$ cat src/rtl/fft8_frame_ctrl.sv
// Frame controller for an external 8-point FFT core: gathers 8 input samples,
// presents them to the core for CORE_LAT clocks, then streams the 8 result bins.
`timescale 1ns/1ps

module fft8_frame_ctrl #(
    parameter int CORE_LAT = 5
) (
    input  logic         clk,
    input  logic         rst,
    input  logic         in_valid,
    output logic         in_ready,
    input  logic [17:0]  in_re,
    input  logic [17:0]  in_im,
    output logic [143:0] core_xr,
    output logic [143:0] core_xi,
    input  logic [287:0] core_or,
    input  logic [287:0] core_oi,
    output logic         out_valid,
    input  logic         out_ready,
    output logic [35:0]  out_re,
    output logic [35:0]  out_im,
    output logic [2:0]   out_idx,
    output logic         out_last,
    output logic         busy,
    output logic [15:0]  frame_cnt
);

    localparam logic [3:0] LAT = 4'(CORE_LAT);

    typedef enum logic [1:0] {
        ST_LOAD   = 2'd0,
        ST_RUN    = 2'd1,
        ST_UNLOAD = 2'd2
    } state_t;

    state_t state_reg;
    state_t state_next;

    logic [2:0]   ld_idx_reg;
    logic [3:0]   run_cnt_reg;
    logic [2:0]   out_idx_reg;
    logic [15:0]  frame_cnt_reg;
    logic [143:0] core_xr_reg;
    logic [143:0] core_xi_reg;

    logic [17:0]  shadow_re_reg [0:6];
    logic [17:0]  shadow_im_reg [0:6];
    logic [35:0]  bin_re_reg    [0:7];
    logic [35:0]  bin_im_reg    [0:7];

    logic [143:0] frame_re;
    logic [143:0] frame_im;

    logic accept;
    logic last_accept;
    logic capture;
    logic out_hs;
    logic last_hs;

    assign accept      = in_valid & in_ready;
    assign last_accept = accept & (ld_idx_reg == 3'd7);
    assign capture     = (state_reg == ST_RUN) & (run_cnt_reg == LAT);
    assign out_hs      = out_valid & out_ready;
    assign last_hs     = out_hs & out_last;

    // The frame handed to the core is the 7 shadow slots plus the sample on the wire.
    genvar gi;
    generate
        for (gi = 0; gi < 7; gi++) begin : g_shadow
            always_ff @(posedge clk) begin
                if (rst) begin
                    shadow_re_reg[gi] <= '0;
                    shadow_im_reg[gi] <= '0;
                end else if (accept && (ld_idx_reg == 3'(gi))) begin
                    shadow_re_reg[gi] <= in_re;
                    shadow_im_reg[gi] <= in_im;
                end
            end
            assign frame_re[18*gi +: 18] = shadow_re_reg[gi];
            assign frame_im[18*gi +: 18] = shadow_im_reg[gi];
        end
    endgenerate

    assign frame_re[143:126] = in_re;
    assign frame_im[143:126] = in_im;

    generate
        for (gi = 0; gi < 8; gi++) begin : g_bins
            always_ff @(posedge clk) begin
                if (rst) begin
                    bin_re_reg[gi] <= '0;
                    bin_im_reg[gi] <= '0;
                end else if (capture) begin
                    bin_re_reg[gi] <= core_or[36*gi +: 36];
                    bin_im_reg[gi] <= core_oi[36*gi +: 36];
                end
            end
        end
    endgenerate

    always_ff @(posedge clk) begin
        if (rst) begin
            state_reg <= ST_LOAD;
        end else begin
            state_reg <= state_next;
        end
    end

    always_comb begin
        state_next = state_reg;
        case (state_reg)
            ST_LOAD:   if (last_accept) state_next = ST_RUN;
            ST_RUN:    if (capture)     state_next = ST_UNLOAD;
            ST_UNLOAD: if (last_hs)     state_next = ST_LOAD;
            default:                    state_next = ST_LOAD;
        endcase
    end

    // in_ready is gated by rst directly so no sample can be offered during reset.
    always_comb begin
        in_ready  = (state_reg == ST_LOAD) & ~rst;
        out_valid = (state_reg == ST_UNLOAD);
        out_last  = (state_reg == ST_UNLOAD) & (out_idx_reg == 3'd7);
        busy      = (state_reg != ST_LOAD);
        out_re    = bin_re_reg[out_idx_reg];
        out_im    = bin_im_reg[out_idx_reg];
    end

    always_ff @(posedge clk) begin
        if (rst) begin
            ld_idx_reg    <= '0;
            run_cnt_reg   <= '0;
            out_idx_reg   <= '0;
            frame_cnt_reg <= '0;
            core_xr_reg   <= '0;
            core_xi_reg   <= '0;
        end else begin
            if (last_accept) begin
                ld_idx_reg  <= '0;
                run_cnt_reg <= '0;
                core_xr_reg <= frame_re;
                core_xi_reg <= frame_im;
            end else begin
                if (accept) begin
                    ld_idx_reg <= ld_idx_reg + 3'd1;
                end
                if (state_reg == ST_RUN) begin
                    run_cnt_reg <= run_cnt_reg + 4'd1;
                end
            end

            if (capture) begin
                out_idx_reg <= '0;
            end else if (last_hs) begin
                out_idx_reg   <= '0;
                frame_cnt_reg <= frame_cnt_reg + 16'd1;
            end else if (out_hs) begin
                out_idx_reg <= out_idx_reg + 3'd1;
            end
        end
    end

    assign core_xr   = core_xr_reg;
    assign core_xi   = core_xi_reg;
    assign out_idx   = out_idx_reg;
    assign frame_cnt = frame_cnt_reg;

endmodule

$ cat config.mk
export PLATFORM = sky130hd
export DESIGN_NAME = fft8_frame_ctrl
export DESIGN_NICKNAME = d
export VERILOG_FILES = /design/src/rtl/fft8_frame_ctrl.sv
export SDC_FILE = /design/constraint.sdc
export NUM_CORES = 2
export LEC_CHECK = 0
export CAP_MARGIN = 20
export CELL_PAD_IN_SITES_DETAIL_PLACEMENT = 1
export CELL_PAD_IN_SITES_GLOBAL_PLACEMENT = 2
export CORE_AREA = 2 2 394 396
export DETAILED_ROUTE_END_ITERATION = 10
export DIE_AREA = 0 0 396 398
export PLACE_DENSITY_LB_ADDON = 0.1
export SYNTH_ARGS = -nofsm -noshare
export SYNTH_HDL_FRONTEND = slang
export SYNTH_SLANG_ARGS = --single-unit
$ cat constraint.sdc
create_clock -name clk -period 24.2 [get_ports clk]
set_input_delay 4.84 -clock clk [delete_from_list [all_inputs] [get_ports clk]]
set_output_delay 4.84 -clock clk [all_outputs]
set_load 0.02 [all_outputs]
==> out/qor.yml <==
status:
  status: "finished clean"
cts:
  path_clk_slew_ns: 0.05
  ctsResizeCount: 0
  numCtsBuffers: 142
  post-cts-setup-buffer-count: 0
  cts-root-buf: "clkbuf_16"
  postCtsHoldBufs: 0
  cts_max_level: 4
  cts_buffer_depth: 3
  cts_sinks: 1147
  cts_tree: "built"
  clk_latency_ns: 0.76
route:
  vias: 31142
  routed_wirelength_microns: 185700
  drc: 0
  drt_iter0_markers: 1951
  ant_nets: 0
  wl_per_cell_microns: 28.34
  dr.pass1.iters: 7
  via_per_inst: 4.752
sta:
  tightest_slew_ns: 1.145
  rsz0062_at_grt: "false"
  setup_tns_ns: 0
  drv_slew: 0
  finalHoldViolCount: 0
  fmax_mhz: 92.37
  max_slew_margin_pct: 23.63
  fin_crit_sh_pct: 44.73
  period_needed_ns: 10.83
  setup_viol: 0
  clock_skew_ns: 0.01670
worst_setup_path:
  crit_type: "primary input to primary output"
  start_kind: "primary input"
  arrival_ns: 5.99
  path_max_fanout: 73
  setup.worst_path.end_class: "primary output"
  worstPathRequired_ns: 19.36
grt:
  first_global_vias: 32213
  grt_overflow: 0
  antenna_found_initial: 84
  grt_pass1_wl_microns: 257600
  grt_util_all_layers_pct: 23.15
  grt_max_degree: 273
yosys:
  synth_edf_count: 828
  synth.avg_cell_area_sq_um: 13.37
  yosys.area_share.simple_pct: 16.99
  synth_most_common_cell: "edfxtp_1"
  synth_mux_area_share_pct: 8.885
  synth_area_sq_um: 45990
  ys_ff_latch: 1147
  postSynthCellCount: 3440
  synth_common_cells: "828 x edfxtp_1, 685 x and2_1, 589 x nand2_1"
  ys.warnings.count: 0
  synth_top_cell_by_area: "edfxtp_1"
  ys_seq_area_share_pct: 67.95
  synth_top_area_share_pct: 54.06
  synth_compound_area_share_pct: 3.365
  synth-xor-area-share_pct: 0.2666
  synth.distinct_cells: 38
  synth_nets: 4067
  async_flop_share_pct: 0
  synth_top_family_by_area: "simple AND/OR/NAND/NOR gates"
  synthAdderAreaFrac_pct: 0.2993
  synthFlopType: "edfxtp_1"
  synth.area.top_cells: "edfxtp_1 54%, dfxtp_1 14%, and2_1 9.3%"
floorplanning:
  io_pins: 999
  core-area_sq_um: 153300
  die-area_sq_um: 157600
  initial_core_util_pct: 30.00
  rows: 144
  die_x_microns: 396
  die_y_microns: 398
hold_path:
  min_path_type: "register to register"
placement:
  placedCellCount: 6274
  gp_congestion: 0.8404
  portBuffers: 998
  dpl.hpwl_microns: 130600
flow_run:
  max-cap-violations: 0
cells_and_area:
  final_nets: 5001
  layout.cells.non_filler: 6553
  syn2layout_area_growth_pct: 35.75
  drive_gt1_share_pct: 10.28
  multi_input_area_sq_um: 13730
  fill_cells: 15909
  regArea_sq_um: 31260
power_and_ir_drop:
  vdd_drop_max_mv: 0.05771
  p_leak_uw: 0.02214
  p_per_area_nw_per_um2: 71.28
where the power goes:
part,internal (uW),switching [uW]
clock,1210,858
combinational,114,99.7
sequential,2150,13.9
total,3480,972
final cells by class:
| class | count | share of cell area, % |
|---|---|---|
| Antenna cell | 24 | 0.09619 |
| Clock buffer | 207 | 6.331 |
| Inverter | 6 | 0.03607 |
| Sequential cell | 1147 | 50.07 |
| Multi-Input combinational cell | 2038 | 22.00 |
| Tap cell | 2044 | 4.096 |
| Clock inverter | 48 | 0.7916 |
| Timing Repair Buffer | 1039 | 16.58 |
cell families (layout without fill, tap and decap cells):
group	count (synthesis)	count (layout)
compound gates	306	306
xor+xnor	14	14
fa+ha+maj	11	11
buf+inv	255	1300
flops	1147	1147
mux	219	219
other cells	0	24
simple gates	1488	1488
placed cells by master (no fill, tap or decap), drive strengths merged, types with 9 or more instances in the layout:
| master | count |
|---|---|
| nor2 | 18 |
| and2 | 686 |
| clkbuf | 207 |
| nand2 | 590 |
| edfxtp | 828 |
| clkinv | 31 |
| mux2 | 74 |
| diode | 24 |
| clkdlybuf4s50 | 997 |
| buf | 42 |
| xnor2 | 9 |
| a21oi | 297 |
| inv | 16 |
| and3 | 147 |
| nor3 | 9 |
| mux4 | 144 |
| ha | 11 |
| dfxtp | 319 |
worst max-delay path: stages:
cell	delay (ns)
buf_8	0.24
nor3_1	0.25
clkdlybuf4s50_1	0.65
metal layers:
| metal | global-route usage, % | share of wire (%) | vias up |
|---|---|---|---|
| met5 | 0 | 0.14 | - |
| met4 | 5.669 | 2.3 | 40 |
| met3 | 8.898 | 9.8 | 290 |
| met2 | 39.12 | 49 | 990 |
| met1 | 27.66 | 39 | 15812 |
| li1 | - | - | 14010 |
per-stage QoR:
stage / utilization [%] / hold WS, ns / total power [uW] / setup slack, ns / area [sq um]
after detailed placement: 37.78 / 0.4471 / 2425 / 13.35 / 57930
final: 40.72 / 0.4535 / 4450 / 13.37 / 62430
after global routing: 40.69 / 0.4731 / 4599 / 13.32 / 62390
after CTS: 40.68 / 0.4550 / 4515 / 13.34 / 62370
after floorplan: - / 0.4648 / 2292 / 3.991 / 45990
after global placement: 37.78 / 0.4408 / 2423 / 13.34 / 57930
worst paths after layout:
path                      from                end  slack (ns)  cells past startpoint
hold reg to reg   core_xi[102]       core_xi[102]        0.45                      2
setup reg to reg  state_reg[0]  bin_im_reg[7][26]       19.04                      8
hold / removal    core_xi[102]       core_xi[102]        0.45                      2
setup / recovery           rst           in_ready       13.37                      3
No activity file was read; power rests on OpenSTA's default activity.
